**src/rtl/mem_arbiter_pkg.sv**
```systemverilog
// Shared definitions for the fetch/data memory arbiter: FSM encoding and
// data-port command codes.
package mem_arbiter_pkg;

    typedef enum logic [1:0] {
        ST_IDLE   = 2'b00,
        ST_ACC_IF = 2'b01,
        ST_ACC_D  = 2'b10
    } state_t;

    localparam logic [1:0] RW_WRITE = 2'b01;
    localparam logic [1:0] RW_READ  = 2'b10;
    localparam logic [1:0] RW_IDLE  = 2'b11;

    function automatic logic is_data_req(input logic [1:0] rw);
        return (rw == RW_WRITE) || (rw == RW_READ);
    endfunction

endpackage

```
**src/rtl/mem_lane_align.sv**
```systemverilog
// Byte-lane steering between the 32-bit data port and the word-addressed RAM,
// plus detection of write masks that would spill past the top lane.
module mem_lane_align (
    input  logic [1:0]  wr_off,
    input  logic [3:0]  sel,
    input  logic [31:0] wdata,
    input  logic [1:0]  rd_off,
    input  logic [31:0] rdata,
    output logic [3:0]  we,
    output logic [31:0] wdata_sh,
    output logic [31:0] rdata_sh,
    output logic        misaligned
);

    logic [7:0] sel_wide;

    always_comb begin
        // Widen before shifting so lanes pushed past bit 3 stay visible.
        sel_wide   = {4'b0000, sel} << wr_off;
        we         = sel_wide[3:0];
        misaligned = |sel_wide[7:4];
        wdata_sh   = wdata << {wr_off, 3'b000};
        rdata_sh   = rdata >> {rd_off, 3'b000};
    end

endmodule

```
**src/rtl/mem_arbiter.sv**
```systemverilog
// Two-port arbiter in front of a single-ported word RAM: data accesses win,
// except that a waiting fetch is forced through after STARVE_MAX data grants.
module mem_arbiter
    import mem_arbiter_pkg::*;
#(
    parameter int STARVE_MAX = 4
) (
    input  logic        clk,
    input  logic        rst,
    input  logic        if_req,
    input  logic [11:0] if_addr,
    output logic [31:0] if_rdata,
    output logic        if_ready,
    input  logic [1:0]  d_rw,
    input  logic [11:0] d_addr,
    input  logic [3:0]  d_sel,
    input  logic [31:0] d_wdata,
    output logic [31:0] d_rdata,
    output logic        d_ready,
    output logic        d_err,
    output logic        ram_en,
    output logic [3:0]  ram_we,
    output logic [9:0]  ram_addr,
    output logic [31:0] ram_wdata,
    input  logic [31:0] ram_rdata,
    output logic        stall_req
);

    localparam logic [2:0] STARVE_LIM = 3'(STARVE_MAX);

    state_t      state, state_next;
    logic [2:0]  starve_cnt;
    logic        err_q;
    logic [1:0]  off_q;
    logic [31:0] if_rdata_q;
    logic [31:0] d_rdata_q;

    logic        grant_if, grant_d, err_now;
    logic        d_req, d_write;
    logic [3:0]  lane_we;
    logic [31:0] lane_wdata, lane_rdata;
    logic        misaligned;

    // Fetches are whole words; the byte offset bits carry no meaning here.
    logic        if_addr_unused;
    assign if_addr_unused = ^if_addr[1:0];

    mem_lane_align u_align (
        .wr_off     (d_addr[1:0]),
        .sel        (d_sel),
        .wdata      (d_wdata),
        .rd_off     (off_q),
        .rdata      (ram_rdata),
        .we         (lane_we),
        .wdata_sh   (lane_wdata),
        .rdata_sh   (lane_rdata),
        .misaligned (misaligned)
    );

    // A request whose error pulse is showing this cycle must not be seen again.
    assign d_req   = is_data_req(d_rw) && !err_q;
    assign d_write = (d_rw == RW_WRITE);

    always_ff @(posedge clk) begin
        // NOTE: registered state uses non-blocking assignments so every flop
        // samples pre-edge values regardless of process evaluation order.
        if (rst) begin
            state <= ST_IDLE;
        end else begin
            state <= state_next;
        end
    end

    always_comb begin
        // NOTE: every output of this block gets a default first, so no path
        // can leave one unassigned and infer a latch.
        state_next = state;
        grant_if   = 1'b0;
        grant_d    = 1'b0;
        err_now    = 1'b0;
        case (state)
            ST_IDLE: begin
                if (!rst) begin
                    if (if_req && (starve_cnt == STARVE_LIM || !d_req)) begin
                        grant_if   = 1'b1;
                        state_next = ST_ACC_IF;
                    end else if (d_req) begin
                        if (d_write && misaligned) begin
                            err_now = 1'b1;
                        end else begin
                            grant_d    = 1'b1;
                            state_next = ST_ACC_D;
                        end
                    end
                end
            end
            ST_ACC_IF: state_next = ST_IDLE;
            ST_ACC_D:  state_next = ST_IDLE;
            default:   state_next = ST_IDLE;
        endcase
    end

    always_comb begin
        ram_en    = grant_if | grant_d;
        ram_we    = '0;
        ram_addr  = '0;
        ram_wdata = '0;
        if (grant_if) begin
            ram_addr = if_addr[11:2];
        end else if (grant_d) begin
            ram_addr = d_addr[11:2];
            if (d_write) begin
                ram_we    = lane_we;
                ram_wdata = lane_wdata;
            end
        end
        // NOTE: completion strobes are masked while rst is high so an access
        // interrupted by reset never reports completion.
        if_ready  = (state == ST_ACC_IF) && !rst;
        d_ready   = ((state == ST_ACC_D) || err_q) && !rst;
        d_err     = err_q && !rst;
        if_rdata  = (state == ST_ACC_IF) ? ram_rdata  : if_rdata_q;
        d_rdata   = (state == ST_ACC_D)  ? lane_rdata : d_rdata_q;
        stall_req = is_data_req(d_rw) && !d_ready;
    end

    always_ff @(posedge clk) begin
        if (rst) begin
            starve_cnt <= '0;
            err_q      <= 1'b0;
            off_q      <= '0;
            if_rdata_q <= '0;
            d_rdata_q  <= '0;
        end else begin
            err_q <= err_now;
            if (grant_d) begin
                off_q <= d_addr[1:0];
            end
            if (state == ST_ACC_IF) begin
                if_rdata_q <= ram_rdata;
            end
            if (state == ST_ACC_D) begin
                d_rdata_q <= lane_rdata;
            end
            if (!if_req || grant_if) begin
                starve_cnt <= '0;
            end else if (grant_d && starve_cnt < STARVE_LIM) begin
                starve_cnt <= starve_cnt + 3'd1;
            end
        end
    end

endmodule

```
**config.mk**
```make
export PLATFORM = sky130hd
export DESIGN_NAME = mem_arbiter
export DESIGN_NICKNAME = d
export VERILOG_FILES = /design/src/rtl/mem_arbiter_pkg.sv /design/src/rtl/mem_lane_align.sv /design/src/rtl/mem_arbiter.sv
export SDC_FILE = /design/constraint.sdc
export NUM_CORES = 1
export LEC_CHECK = 0
export ABC_AREA = 1
export CELL_PAD_IN_SITES_DETAIL_PLACEMENT = 0
export CELL_PAD_IN_SITES_GLOBAL_PLACEMENT = 1
export CORE_UTILIZATION = 30
export DETAILED_ROUTE_END_ITERATION = 16
export PLACE_DENSITY = 0.89
export SYNTH_ARGS = -nofsm -noshare
export SYNTH_HDL_FRONTEND = slang
export SYNTH_HIERARCHICAL = 1
export SYNTH_SLANG_ARGS = --single-unit
export TNS_END_PERCENT = 30
```
**constraint.sdc**
```tcl
create_clock -name clk -period 4.3 [get_ports clk]
set_clock_uncertainty 0.15 [all_clocks]
set_input_delay 0.645 -clock clk [delete_from_list [all_inputs] [get_ports clk]]
set_output_delay 0.645 -clock clk [all_outputs]
set_load 0.005 [all_outputs]
```
==> flow_summary.yaml <==
status:
  status: "complete, no violations"
sta:
  fin_crit_sh_pct: 90.2
  slew_viol_final: 0
  finalWorstSetupSlack_ns: 0.421
  slew_headroom_pct: 31.4
  max_freq_mhz: 258
  worstMarginPinSlew_ns: 1.02
  setup_tns_ns: 0
  period_minus_slack_ns: 3.88
  hold_viol: 0
  setup_viol: 0
  rsz0062_at_grt: "no"
detailed_routing:
  route.detailed.drc: 0
  avgRoutedWirePerCell_um: 12.7
  ant_nets: 0
  drt_iter0_markers: 333
  wirelength_um: 15900
  vias_per_cell: 4.41
  dr.pass1.iters: 5
  num_vias: 5538
min_path:
  worstHoldStart: "err_q"
  hold_depth: 1
  min_path_type: "reg -> reg"
  hold_end: "err_q"
critical_path:
  cp-end-kind: "output port"
  worst_setup_path_start_kind: "input pin"
  r2r-end: "d_rdata_q[16]"
  worstPathMaxFanout: 38
  worstSetupPathType: "in -> out"
  r2r_cells: 4
  required_ns: 3.50
  critPathArrivalTime_ns: 3.08
  ff2ff_setup_slack_ns: 2.27
  r2r-start: "state[0]"
synthesis:
  yosysWarnings: 6
  synth_top_area_share_pct: 29.0
  synth.avg_cell_area_um2: 5.77
  syn-num-nets: 960
  synth_area_um2: 4960
  synth_cells: 860
  synthTopCellsByArea: "dfxtp_1 29%, nand2_1 19%, inv_1 12%"
  ys_ff_latch: 72
  yosys.area.top_type: "dfxtp_1"
  synth_seq_area_share_pct: 29.0
  synth_cell_types: 28
final_layout:
  drive_gt1_share_pct: 6.26
  finalNetCount: 1135
  fin_util_pct: 46.0
  layout_common_cells: "249 x nand2_1, 208 x clkdlybuf4s50_1, 156 x inv_1"
  syn_to_final_growth_pct: 48.3
  final_common_cell: "nand2_1"
  fin_area_um2: 7360
clocking:
  post_cts_buffers: 0
  cts_resized: 0
  holdBufCountCts: 0
  cts_root_buffer: "clkbuf_16"
  clock_sinks: 72
  clockBufferDepth: 2
  clock_latency_ns: 0.34
  cts_made_buffers: 9
  path_clk_slew_ns: 0.06
  tritoncts: "built"
  cts_max_level: 3
placement:
  hpwl_um: 11600
  dp_slack_ns: 0.403
  place_congestion: 0.822
  io_buffers: 209
  place_area_um2: 7050
floorplanning:
  initial_utilization_pct: 31.0
  die_h_um: 131
  die_width_um: 131
  dieArea_um2: 17100
  io_pins: 212
  core_um2: 16000
  rows: 46
global_routing:
  grt_overflow: 0
  antenna_found_initial: 1
  grt_pass1_wl_um: 24600
  grt_max_degree: 66
  grtUsageTotal_pct: 18.7
  grt_pass1_vias: 4895
power:
  p_per_area_nw_per_um2: 304
  total_power_w: 0.00224
  p_leak_nw: 3.67
  peakVddDrop_uv: 186
flow_run:
  cap_violations: 0
cells in the mapped netlist (all sizes together):
library cell and instances:
inv 162, o211ai 6, nor4 1, nand4 2, dfxtp 72, buf 42, ha 3, a21oi 51
nor3 3, clkbuf 13, and2 5, nand2 258, o21ai 98, o22ai 2, nand3 5, or2 6
nor2 131
worst max-delay path by stage:
stage	from	to	slack, ns	cells after the start
detailed placement	d_addr[0]	ram_wdata[10]	0.40	14
global route	d_addr[0]	ram_we[3]	0.21	14
finish	d_addr[0]	ram_wdata[6]	0.42	14
global placement	d_addr[0]	ram_wdata[10]	0.44	14
floorplan	d_addr[0]	ram_wdata[15]	1.75	14
CTS	d_addr[0]	ram_wdata[10]	0.40	14
metrics by stage:
| step | std cells | hold WS, ns |
|---|---|---|
| 5_1_grt | 1256 | 0.357 |
| 3_5_place_dp | 1240 | 0.314 |
| 4_1_cts | 1255 | 0.323 |
| 2_1_floorplan | 860 | 0.292 |
| 6_report | 1256 | 0.321 |
| 3_3_place_gp | 1240 | 0.313 |
registers in the layout (all words and copies together) (netlist names):
register / flops
err_q: 1
d_rdata_q: 32
starve_cnt: 3
state: 2
if_rdata_q: 32
off_q: 2
report_power, final:
group	internal (W)	total (W)	switching, W
sequential	0.000717	0.000731	0.0000138
combinational	0.000350	0.000706	0.000356
clock	0.000506	0.000800	0.000295
worst max-delay path, cell delays in order:
cell and delay (ns):
clkdlybuf4s50_1 0.52, buf_4 0.22, nand2_1 0.07, nand2_1 0.09, nand2_1 0.06, nand2_1 0.05, nand2_1 0.06, nand2_1 0.08
nand2_1 0.11, inv_2 0.09, nand2_2 0.05, buf_4 0.30, nor2_1 0.17, clkdlybuf4s50_1 0.54
final cells by class:
type	instances	area [um2]
fill	1784	8640
multi-input combinational	571	2570
timing repair buffer	219	2160
sequential	72	1440
inverter	162	608
tap	216	270
clock buffer	10	229
clock inverter	5	81.3
antenna	1	2.50
cell families after synthesis:
family / Yosys count / synth area share [%]
compound gates: 157 / 16.4
buf+inv: 217 / 19.3
flops: 72 / 29.0
fa+ha+maj: 3 / 0.756
simple gates: 411 / 34.5
routing by layer:
metal | global-route usage (%) | vias to the layer above | part of all wire, %
met4 | 6.42 | 0 | 1.7
met2 | 31.2 | 196 | 46
met3 | 5.37 | 21 | 9.0
met1 | 22.9 | 2397 | 44
met5 | 0 | - | 0
li1 | - | 2924 | -
Power figures use the tool's default switching activity.
